**src/rtl/zigbee_cmd_parser.sv**
```systemverilog
`default_nettype none
// ============================================================================
// Module      : zigbee_cmd_parser
// Description : Byte-stream command framer for a UART-fed Zigbee link.
//               Hunts for SYNC_BYTE, then collects OP, ARG0, ARG1 and
//               (optionally) an XOR checksum byte. A good frame updates the
//               cmd_* outputs and pulses cmd_valid one cycle after its last
//               byte. A framing error, a bad checksum or an inter-byte
//               timeout aborts the frame, pulses frame_error and bumps a
//               saturating error counter.
//
//               Optional feature macro: ZIGBEE_CMD_PARSER_CHKSUM_EN
//                 defined   -> 5-byte frames SYNC,OP,ARG0,ARG1,CHK where
//                              CHK must equal OP^ARG0^ARG1
//                 undefined -> 4-byte frames SYNC,OP,ARG0,ARG1
//
// Ports       : clock        - single rising-edge clock
//               reset        - synchronous, active-high reset
//               rx_byte      - received byte, valid while received=1
//               received     - one-cycle strobe per received byte
//               recv_error   - framing error for the strobed byte
//               cmd_valid    - one-cycle pulse on an accepted frame
//               cmd_op/arg0/arg1 - fields of the last accepted frame
//               frame_error  - one-cycle pulse on an aborted frame
//               error_count  - saturating count of aborted frames
//               busy         - parser is inside a frame
//
// Revision    : 1.0 - initial release
// ============================================================================
module zigbee_cmd_parser #(
    parameter logic [7:0] SYNC_BYTE      = 8'hA5,
    parameter int         TIMEOUT_CYCLES = 1000000,
    parameter int         TIMEOUT_W      = 20
) (
    input  logic       clock,
    input  logic       reset,
    input  logic [7:0] rx_byte,
    input  logic       received,
    input  logic       recv_error,
    output logic       cmd_valid,
    output logic [7:0] cmd_op,
    output logic [7:0] cmd_arg0,
    output logic [7:0] cmd_arg1,
    output logic       frame_error,
    output logic [7:0] error_count,
    output logic       busy
);

    localparam logic [2:0] c_ST_IDLE = 3'd0;
    localparam logic [2:0] c_ST_OP   = 3'd1;
    localparam logic [2:0] c_ST_ARG0 = 3'd2;
    localparam logic [2:0] c_ST_ARG1 = 3'd3;
`ifdef ZIGBEE_CMD_PARSER_CHKSUM_EN
    localparam logic [2:0] c_ST_CHK  = 3'd4;
    // State whose byte completes the frame
    localparam logic [2:0] c_ST_LAST = c_ST_CHK;
`else
    localparam logic [2:0] c_ST_LAST = c_ST_ARG1;
`endif

    localparam logic [TIMEOUT_W-1:0] c_TIMEOUT_LAST = TIMEOUT_W'(TIMEOUT_CYCLES - 1);

    logic [2:0]           r_state;
    logic [TIMEOUT_W-1:0] r_timer;
    logic [7:0]           r_op;
    logic [7:0]           r_arg0;
`ifdef ZIGBEE_CMD_PARSER_CHKSUM_EN
    logic [7:0]           r_arg1;
`endif

    logic       w_in_frame;
    logic       w_data_byte;
    logic       w_timeout;
    logic       w_final;
    logic       w_chk_ok;
    logic       w_accept;
    logic       w_abort;
    logic [7:0] w_new_arg1;

    always_comb begin
        w_in_frame  = (r_state != c_ST_IDLE);
        w_data_byte = w_in_frame && received && !recv_error;
        // A byte arriving in the expiry cycle wins over the timeout
        w_timeout   = w_in_frame && !received && (r_timer == c_TIMEOUT_LAST);
        w_final     = w_data_byte && (r_state == c_ST_LAST);
`ifdef ZIGBEE_CMD_PARSER_CHKSUM_EN
        w_chk_ok    = (rx_byte == (r_op ^ r_arg0 ^ r_arg1));
        w_new_arg1  = r_arg1;
`else
        // Without a checksum the ARG1 byte itself closes the frame
        w_chk_ok    = 1'b1;
        w_new_arg1  = rx_byte;
`endif
        w_accept    = w_final && w_chk_ok;
        w_abort     = (w_in_frame && received && recv_error) ||
                      w_timeout ||
                      (w_final && !w_chk_ok);
    end

    always_ff @(posedge clock) begin
        if (reset) begin
            r_state     <= c_ST_IDLE;
            r_timer     <= '0;
            r_op        <= 8'h00;
            r_arg0      <= 8'h00;
`ifdef ZIGBEE_CMD_PARSER_CHKSUM_EN
            r_arg1      <= 8'h00;
`endif
            cmd_valid   <= 1'b0;
            cmd_op      <= 8'h00;
            cmd_arg0    <= 8'h00;
            cmd_arg1    <= 8'h00;
            frame_error <= 1'b0;
            error_count <= 8'h00;
            busy        <= 1'b0;
        end else begin
            cmd_valid   <= w_accept;
            frame_error <= w_abort;

            if (w_accept) begin
                cmd_op   <= r_op;
                cmd_arg0 <= r_arg0;
                cmd_arg1 <= w_new_arg1;
            end

            if (w_abort && (error_count != 8'hFF)) begin
                error_count <= error_count + 8'd1;
            end

            // Idle gap counter: restarts on every byte and outside frames
            if (!w_in_frame || received) begin
                r_timer <= '0;
            end else begin
                r_timer <= r_timer + 1'b1;
            end

            if (w_accept || w_abort) begin
                r_state <= c_ST_IDLE;
                busy    <= 1'b0;
            end else begin
                case (r_state)
                    c_ST_IDLE: begin
                        if (received && !recv_error && (rx_byte == SYNC_BYTE)) begin
                            r_state <= c_ST_OP;
                            busy    <= 1'b1;
                        end
                    end
                    c_ST_OP: begin
                        if (w_data_byte) begin
                            r_op    <= rx_byte;
                            r_state <= c_ST_ARG0;
                        end
                    end
                    c_ST_ARG0: begin
                        if (w_data_byte) begin
                            r_arg0  <= rx_byte;
                            r_state <= c_ST_ARG1;
                        end
                    end
`ifdef ZIGBEE_CMD_PARSER_CHKSUM_EN
                    c_ST_ARG1: begin
                        if (w_data_byte) begin
                            r_arg1  <= rx_byte;
                            r_state <= c_ST_CHK;
                        end
                    end
`endif
                    default: begin
                    end
                endcase
            end
        end
    end

endmodule
`default_nettype wire

```
**config.mk**
```make
export PLATFORM = sky130hd
export DESIGN_NAME = zigbee_cmd_parser
export DESIGN_NICKNAME = d
export VERILOG_FILES = /design/src/rtl/zigbee_cmd_parser.sv
export SDC_FILE = /design/constraint.sdc
export NUM_CORES = 1
export LEC_CHECK = 0
export BUFFER_PORTS_ARGS = -buffer_cell sky130_fd_sc_hd__buf_4
export CAP_MARGIN = 0
export CORE_ASPECT_RATIO = 2
export CORE_UTILIZATION = 40
export DETAILED_ROUTE_END_ITERATION = 10
export PLACE_DENSITY = 0.65
export SLEW_MARGIN = 20
export SYNTH_ARGS = -nofsm -noshare
export SYNTH_HDL_FRONTEND = slang
export SYNTH_SLANG_ARGS = --single-unit
```
**constraint.sdc**
```tcl
create_clock -name clock -period 2.68 [get_ports clock]
set_clock_uncertainty 0.1 [all_clocks]
set_input_delay 0 -clock clock [delete_from_list [all_inputs] [get_ports clock]]
set_output_delay 0 -clock clock [all_outputs]
set_load 0.1 [all_outputs]
```
==> run_summary.xml, run 1 <==
<?xml version="1.0" encoding="UTF-8"?>
<metrics>
  <group name="global_route">
    <metric name="antenna_found_initial" unit="">0</metric>
    <metric name="gr-total-overflow" unit="">0</metric>
    <metric name="grtUsageTotal" unit="%">18.04</metric>
    <metric name="grt_pass1_vias" unit="">2466</metric>
    <metric name="grt_pass1_wl" unit="mm">10.80</metric>
    <metric name="maximum_number_of_pins_on_one_net_before_global_route_repair" unit="">54</metric>
  </group>
  <group name="sta">
    <metric name="grt_setup_unrepaired" unit="">no</metric>
    <metric name="min_period" unit="ns">2.465</metric>
    <metric name="timing.final.hold_violations" unit="">0</metric>
    <metric name="worstMarginPinSlew" unit="ns">0.6919</metric>
    <metric name="timing.final.crit_share" unit="%">91.98</metric>
    <metric name="max_freq" unit="GHz">0.4057</metric>
    <metric name="setup_violations" unit="">0</metric>
    <metric name="fin_setup_tns" unit="ns">0</metric>
    <metric name="timing.slew.headroom" unit="%">53.52</metric>
    <metric name="report.final.slew_viol_count" unit="">0</metric>
  </group>
  <group name="critical_path">
    <metric name="cp_data_arrival_time" unit="ns">2.63</metric>
    <metric name="end_kind" unit="">register</metric>
    <metric name="r2r_start" unit="">r_state[0]</metric>
    <metric name="startpoint_type" unit="">register</metric>
    <metric name="timing.critical_path.fanout_max" unit="">9</metric>
    <metric name="ff2ff_setup_slack" unit="ns">0.21</metric>
    <metric name="worstRegToRegCells" unit="">8</metric>
    <metric name="worst-setup-path-type" unit="">register to register</metric>
    <metric name="timing.critical_path.required" unit="ns">2.84</metric>
    <metric name="worst_r2r_endpoint" unit="">error_count[1]</metric>
  </group>
  <group name="min_path">
    <metric name="holdCritStartpoint" unit="">received</metric>
    <metric name="worst_hold_path.endpoint" unit="">frame_error</metric>
    <metric name="timing.hold.worst_path_depth" unit="">3</metric>
    <metric name="worst_hold_path_type" unit="">primary input to register</metric>
  </group>
  <group name="drt">
    <metric name="antenna_left" unit="">0</metric>
    <metric name="drt-initial-drc-count" unit="">145</metric>
    <metric name="wl_per_cell" unit="microns">13.30</metric>
    <metric name="route.detailed.vias_per_inst" unit="">5.190</metric>
    <metric name="drt-total-wl" unit="mm">6.714</metric>
    <metric name="routedLengthMet1" unit="mm">2.656</metric>
    <metric name="number_of_detailed_route_iterations_in_the_first_pass" unit="">4</metric>
    <metric name="met3_wirelength" unit="microns">206</metric>
    <metric name="total_length_of_routed_met2_wires" unit="mm">3.692</metric>
    <metric name="drc" unit="">0</metric>
    <metric name="dr_total_vias" unit="">2621</metric>
    <metric name="maxUsedRoutingLayer" unit="">met4</metric>
  </group>
  <group name="die">
    <metric name="fp.dieArea" unit="sq mm">0.007780</metric>
    <metric name="core_area" unit="sq mm">0.007212</metric>
    <metric name="die_h" unit="microns">123.7</metric>
    <metric name="core.rowCount" unit="">44</metric>
    <metric name="floorplan.initialDensity" unit="%">41.10</metric>
    <metric name="io-pin-count" unit="">47</metric>
    <metric name="die_x" unit="microns">62.87</metric>
  </group>
  <group name="place">
    <metric name="final_estimated_routing_congestion_in_global_placement" unit="">0.8078</metric>
    <metric name="hpwlAfterDp" unit="mm">4.546</metric>
    <metric name="placement.io_buffers" unit="">46</metric>
    <metric name="placed_cells_incl_taps" unit="">480</metric>
  </group>
  <group name="yosys">
    <metric name="mappedNetlistNets" unit="">376</metric>
    <metric name="synth.largest_area_cell" unit="">sky130_fd_sc_hd__dfxtp_1</metric>
    <metric name="post_synth_instance_area" unit="sq mm">0.002964</metric>
    <metric name="ys_top_cells_by_area" unit="">sky130_fd_sc_hd__dfxtp_1, sky130_fd_sc_hd__nand2_1, sky130_fd_sc_hd__a21oi_1</metric>
    <metric name="synth.ff_latch_count" unit="">73</metric>
    <metric name="synthDistinctLibCells" unit="">36</metric>
    <metric name="synth_edf_count" unit="">0</metric>
    <metric name="yosys_top_cell_area_share" unit="%">49.30</metric>
    <metric name="syn_inst" unit="">357</metric>
    <metric name="async_flop_share" unit="%">0</metric>
    <metric name="yosysWarnings" unit="">0</metric>
    <metric name="synth_flop_type" unit="">sky130_fd_sc_hd__dfxtp_1</metric>
    <metric name="synth.yosys.seq_area_share" unit="%">49.30</metric>
    <metric name="syn_avg_cell_area" unit="sq um">8.303</metric>
  </group>
  <group name="layout">
    <metric name="finish.net_count" unit="">427</metric>
    <metric name="stdcell_count" unit="">505</metric>
    <metric name="drive_gt1_share" unit="%">17.19</metric>
    <metric name="fillerInstances" unit="">737</metric>
    <metric name="layout_commonest_cell" unit="">sky130_fd_sc_hd__nand2_1</metric>
    <metric name="layout.cells.most_common_list" unit="">sky130_fd_sc_hd__nand2_1, sky130_fd_sc_hd__dfxtp_1, sky130_fd_sc_hd__buf_4</metric>
    <metric name="insertedDiodeCount" unit="">0</metric>
    <metric name="syn2layout_area_growth" unit="%">27.44</metric>
  </group>
  <group name="clocking">
    <metric name="cts_max_path_buffers" unit="">2</metric>
    <metric name="tritoncts_buffers" unit="">9</metric>
    <metric name="worst_setup_hold_path_clk_slew" unit="ns">0.06</metric>
    <metric name="number_of_sinks_handled_by_clock_tree_synthesis" unit="">73</metric>
    <metric name="cts_setup_buffers" unit="">0</metric>
    <metric name="clk-insertion-delay-late" unit="ns">0.33</metric>
    <metric name="clock_tree.root_cell" unit="">sky130_fd_sc_hd__clkbuf_16</metric>
    <metric name="cts_tree" unit="">built</metric>
    <metric name="cts-htree-levels" unit="">3</metric>
  </group>
  <group name="pwr">
    <metric name="cellLeakagePower" unit="nW">1.403</metric>
    <metric name="worst_ir_drop_vdd" unit="mV">0.5762</metric>
    <metric name="power-per-cell-area" unit="mW/mm^2">612.6</metric>
  </group>
  <group name="flow_run">
    <metric name="timing.max_cap.violations" unit="">0</metric>
  </group>
  <group name="outcome">
    <metric name="outcome" unit="">finished clean</metric>
  </group>
</metrics>
[stage by stage]
| step | util, % | instance area (sq um) | hold slack [ns] | total power (W) | setup WS, ns |
|---|---|---|---|---|---|
| floorplan | - | 2964 | 0.03605 | 0.001124 | 0.1440 |
| global placement | 46.95 | 3386 | 0.1793 | 0.001149 | 0.2700 |
| detailed placement | 46.95 | 3386 | 0.1900 | 0.001149 | 0.1632 |
| CTS | 52.29 | 3771 | 0.02499 | 0.002337 | 0.1341 |
| global route | 52.38 | 3777 | 0.05748 | 0.002387 | 0.03698 |
| finish | 52.38 | 3777 | 0.03749 | 0.002314 | 0.2149 |
[flip-flops by register name (all words and copies together) (netlist names)]
signal / count
cmd_arg1: 8
busy: 1
r_state: 2
cmd_valid: 1
frame_error: 1
cmd_op: 8
r_arg0: 8
r_timer: 20
cmd_arg0: 8
error_count: 8
r_op: 8
[cell families (layout without fill, tap and decap cells)]
family          count (synthesis)  count (layout)  synth area share [%]
mux                             2               2                0.7176
flops                          73              73                 49.30
simple gates                  170             170                 27.14
compound gates                 62              62                 11.69
buf+inv                        27              83                 3.461
fa+ha+maj                       7               7                 2.955
xor+xnor                       16              16                 4.728
[cells in the mapped netlist, types with 2 or more instances]
master / n
sky130_fd_sc_hd__o21ai_0: 4
sky130_fd_sc_hd__inv_1: 7
sky130_fd_sc_hd__xnor2_1: 3
sky130_fd_sc_hd__nand3_1: 27
sky130_fd_sc_hd__xor2_1: 13
sky130_fd_sc_hd__nor3_1: 3
sky130_fd_sc_hd__nand2_1: 79
sky130_fd_sc_hd__nor2_1: 26
sky130_fd_sc_hd__clkbuf_1: 19
sky130_fd_sc_hd__o41ai_1: 2
sky130_fd_sc_hd__nand4_1: 4
sky130_fd_sc_hd__nor4_1: 2
sky130_fd_sc_hd__ha_1: 7
sky130_fd_sc_hd__dfxtp_1: 73
sky130_fd_sc_hd__nor2b_1: 2
sky130_fd_sc_hd__and3_1: 9
sky130_fd_sc_hd__or4_1: 3
sky130_fd_sc_hd__and2_1: 2
sky130_fd_sc_hd__or3_1: 4
sky130_fd_sc_hd__a21oi_1: 49
sky130_fd_sc_hd__o31ai_1: 3
sky130_fd_sc_hd__nor3b_1: 2
[how the worst max path moves through the flow]
stage / start / endpoint / slack [ns] / depth (start not counted)
floorplan: error_count[0] / error_count[7] / 0.14 / 6
global placement: r_state[0] / error_count[7] / 0.27 / 7
detailed placement: r_state[0] / error_count[7] / 0.16 / 7
CTS: r_state[0] / error_count[7] / 0.13 / 7
global route: r_state[0] / error_count[1] / 0.04 / 8
finish: r_state[0] / error_count[1] / 0.21 / 8
[layout make-up]
cell class,count,area [sq um],share of cell area [%]
flip-flops and latches,73,1461,38.69
clock buffers,9,225.2,5.962
inverters,7,26.28,0.6956
clock inverters,7,70.07,1.855
repair buffers,60,473.0,12.52
well taps,92,115.1,3.047
multi-input cells,257,1406,37.23
[metal layers]
layer	vias up	GRT usage, %
li1	1312	-
met1	1245	17.45
met2	53	34.07
met3	11	4.853
met4	0	9.593
met5	-	0
[worst max-delay path, cell delays in order (launching register included)]
cell                      delay [ns]
sky130_fd_sc_hd__dfxtp_1        0.41
sky130_fd_sc_hd__inv_1          0.09
sky130_fd_sc_hd__ha_1           0.26
sky130_fd_sc_hd__or4b_4         0.51
sky130_fd_sc_hd__nor4_4         0.15
sky130_fd_sc_hd__a32oi_2        0.17
sky130_fd_sc_hd__buf_4          0.23
sky130_fd_sc_hd__or3b_1         0.36
sky130_fd_sc_hd__a21oi_1        0.12
[what timing repair did]
action	4_1_cts	5_1_grt
resized for setup	0	2
endpoints found under the hold margin	25	0
hold buffers	9	0
setup endpoints to repair	0	2
[power by group]
group / switching [W] / total [W] / leakage [nW] / internal, W
clock network: 0.000459 / 0.00118 / 0.146 / 0.000719
logic: 0.0000288 / 0.0000507 / 0.670 / 0.0000219
registers: 0.0000000606 / 0.00109 / 0.588 / 0.00109
total: 0.000488 / 0.00231 / 1.40 / 0.00183
Power figures use the tool's default switching activity.
==> run 2, diff against run 1 <==
- CORE_ASPECT_RATIO: 2 -> 0.7
- CORE_UTILIZATION: 40 -> 50
- PLACE_DENSITY: 0.65 -> 0.77
==> run_summary.xml, run 2 (synthesized netlist as in run 1, its figures left out) <==
<?xml version="1.0" encoding="UTF-8"?>
<metrics>
  <group name="drt">
    <metric name="wl_per_cell" unit="microns">13.55</metric>
    <metric name="antenna_left" unit="">0</metric>
    <metric name="drt-total-wl" unit="mm">6.610</metric>
    <metric name="drc" unit="">0</metric>
    <metric name="dr_total_vias" unit="">2627</metric>
    <metric name="drt-initial-drc-count" unit="">233</metric>
    <metric name="number_of_detailed_route_iterations_in_the_first_pass" unit="">4</metric>
    <metric name="route.detailed.vias_per_inst" unit="">5.383</metric>
  </group>
  <group name="layout">
    <metric name="largest_reg_flops" unit="">20</metric>
    <metric name="stdcell_count" unit="">488</metric>
    <metric name="fillerInstances" unit="">492</metric>
    <metric name="layout.cells.most_common_list" unit="">sky130_fd_sc_hd__nand2_1, sky130_fd_sc_hd__dfxtp_1, sky130_fd_sc_hd__buf_4</metric>
    <metric name="top_register" unit="">r_timer</metric>
    <metric name="drive_gt1_share" unit="%">16.71</metric>
    <metric name="finish.net_count" unit="">427</metric>
    <metric name="syn2layout_area_growth" unit="%">23.85</metric>
    <metric name="insertedDiodeCount" unit="">0</metric>
    <metric name="layout_commonest_cell" unit="">sky130_fd_sc_hd__nand2_1</metric>
  </group>
  <group name="die">
    <metric name="core_area" unit="sq mm">0.005727</metric>
    <metric name="die_h" unit="microns">66.42</metric>
    <metric name="core.rowCount" unit="">23</metric>
    <metric name="fp.dieArea" unit="sq mm">0.006245</metric>
    <metric name="floorplan.initialDensity" unit="%">51.76</metric>
    <metric name="io-pin-count" unit="">47</metric>
    <metric name="die_x" unit="microns">94.03</metric>
  </group>
  <group name="global_route">
    <metric name="grtUsageTotal" unit="%">22.21</metric>
    <metric name="antenna_found_initial" unit="">0</metric>
    <metric name="gr-total-overflow" unit="">0</metric>
    <metric name="maximum_number_of_pins_on_one_net_before_global_route_repair" unit="">54</metric>
    <metric name="grt_pass1_wl" unit="mm">10.52</metric>
    <metric name="grt_pass1_vias" unit="">2284</metric>
  </group>
  <group name="clocking">
    <metric name="clock_tree.root_cell" unit="">sky130_fd_sc_hd__clkbuf_8</metric>
    <metric name="cts-htree-levels" unit="">3</metric>
    <metric name="number_of_sinks_handled_by_clock_tree_synthesis" unit="">73</metric>
    <metric name="cts_tree" unit="">built</metric>
    <metric name="cts_max_path_buffers" unit="">2</metric>
    <metric name="tritoncts_buffers" unit="">9</metric>
    <metric name="clk-insertion-delay-late" unit="ns">0.35</metric>
    <metric name="worst_setup_hold_path_clk_slew" unit="ns">0.08</metric>
    <metric name="cts_setup_buffers" unit="">0</metric>
  </group>
  <group name="min_path">
    <metric name="worst_hold_path.endpoint" unit="">frame_error</metric>
    <metric name="holdCritStartpoint" unit="">received</metric>
    <metric name="worst_hold_path_type" unit="">primary input to register</metric>
    <metric name="timing.hold.worst_path_depth" unit="">3</metric>
  </group>
  <group name="critical_path">
    <metric name="cp_num_cells" unit="">7</metric>
    <metric name="critical_path.cell_chain" unit="">inv_1, ha_1, or4b_4, nor4_4, a32oi_4, or4_1, a21oi_1</metric>
    <metric name="worstRegToRegCells" unit="">7</metric>
    <metric name="critPathSlowestCell" unit="">sky130_fd_sc_hd__or4_1</metric>
    <metric name="ff2ff_setup_slack" unit="ns">0.20</metric>
    <metric name="startpoint_type" unit="">register</metric>
    <metric name="path_delay_family" unit="">simple AND/OR/NAND/NOR gates</metric>
    <metric name="end_kind" unit="">register</metric>
    <metric name="worst-setup-path-type" unit="">register to register</metric>
    <metric name="timing.critical_path.required" unit="ns">2.85</metric>
    <metric name="r2r_start" unit="">r_state[0]</metric>
    <metric name="crit_path_max_incr_delay" unit="ns">0.53</metric>
    <metric name="timing.critical_path.fanout_max" unit="">17</metric>
    <metric name="worst_r2r_endpoint" unit="">error_count[6]</metric>
    <metric name="cp.buffers_inverters" unit="">1</metric>
    <metric name="cp_data_arrival_time" unit="ns">2.65</metric>
  </group>
  <group name="sta">
    <metric name="max_freq" unit="GHz">0.4037</metric>
    <metric name="fin_setup_tns" unit="ns">0</metric>
    <metric name="report.final.slew_viol_count" unit="">0</metric>
    <metric name="worstMarginPinSlew" unit="ns">0.7125</metric>
    <metric name="grt_setup_unrepaired" unit="">no</metric>
    <metric name="min_period" unit="ns">2.477</metric>
    <metric name="timing.final.crit_share" unit="%">92.44</metric>
    <metric name="setup_violations" unit="">0</metric>
    <metric name="timing.final.hold_violations" unit="">0</metric>
    <metric name="timing.slew.headroom" unit="%">52.14</metric>
  </group>
  <group name="outcome">
    <metric name="outcome" unit="">finished clean</metric>
  </group>
  <group name="pwr">
    <metric name="cellLeakagePower" unit="nW">1.347</metric>
    <metric name="power-per-cell-area" unit="mW/mm^2">543.5</metric>
    <metric name="worst_ir_drop_vdd" unit="mV">0.2678</metric>
  </group>
  <group name="place">
    <metric name="placement.io_buffers" unit="">46</metric>
    <metric name="hpwlAfterDp" unit="mm">4.357</metric>
    <metric name="final_estimated_routing_congestion_in_global_placement" unit="">0.8192</metric>
    <metric name="placed_cells_incl_taps" unit="">462</metric>
  </group>
  <group name="flow_run">
    <metric name="timing.max_cap.violations" unit="">0</metric>
  </group>
</metrics>
## run 2: power breakdown
group          internal, W  leakage, nW  switching, W  total (W)
combinational    0.0000229        0.664     0.0000279  0.0000508
clock             0.000452       0.0953      0.000408   0.000861
sequential         0.00108        0.588  0.0000000553    0.00108
## run 2: timing repair
action / 4_1_cts / 5_1_grt
setup endpoints to repair: 0 / 3
gates resized for setup: 0 / 2
hold endpoints to repair: 27 / 0
hold buffers: 10 / 0
## run 2: stage by stage
step	utilization [%]	cell area, sq um	total power, W	setup WS [ns]	hold WS, ns
floorplan	-	2964	0.001124	0.1440	0.03605
global placement	58.62	3357	0.001147	0.2164	0.1841
detailed placement	58.62	3357	0.001146	0.1398	0.1912
CTS	63.80	3654	0.002018	0.1224	0.01872
global route	64.10	3671	0.002057	0.02030	0.05700
finish	64.10	3671	0.001995	0.2027	0.01977
## run 2: worst max path at each step
stage                               from             end  slack (ns)
after floorplan           error_count[0]  error_count[7]        0.14
after global placement        r_state[0]  error_count[7]        0.22
after detailed placement      r_state[0]  error_count[7]        0.14
after CTS                     r_state[0]  error_count[7]        0.12
after global routing          r_state[0]  error_count[6]        0.02
final                         r_state[0]  error_count[6]        0.20
## run 2: final cells by class
type	count	area, sq um	share of cell area [%]
clock buffer	11	141.4	3.851
clock inverter	5	55.05	1.500
inverter	7	26.28	0.7157
multi-input combinational	257	1418	38.62
sequential	73	1461	39.81
tap	75	93.84	2.556
timing repair buffer	60	475.5	12.95
## run 2: routing by layer
metal / vias up / wire length (microns) / track usage, %
li1: 1314 / - / -
met1: 1236 / 3200 / 29.73
met2: 75 / 2995 / 32.66
met3: 2 / 386 / 7.011
met4: 0 / 27 / 9.615
met5: - / 0 / 0
## run 2: worst min-delay path, delay by kind of cell
kind | cells | cell delay [ns]
compound gates | 1 | 0.20
buf+inv | 1 | 0.12
simple gates | 1 | 0.10
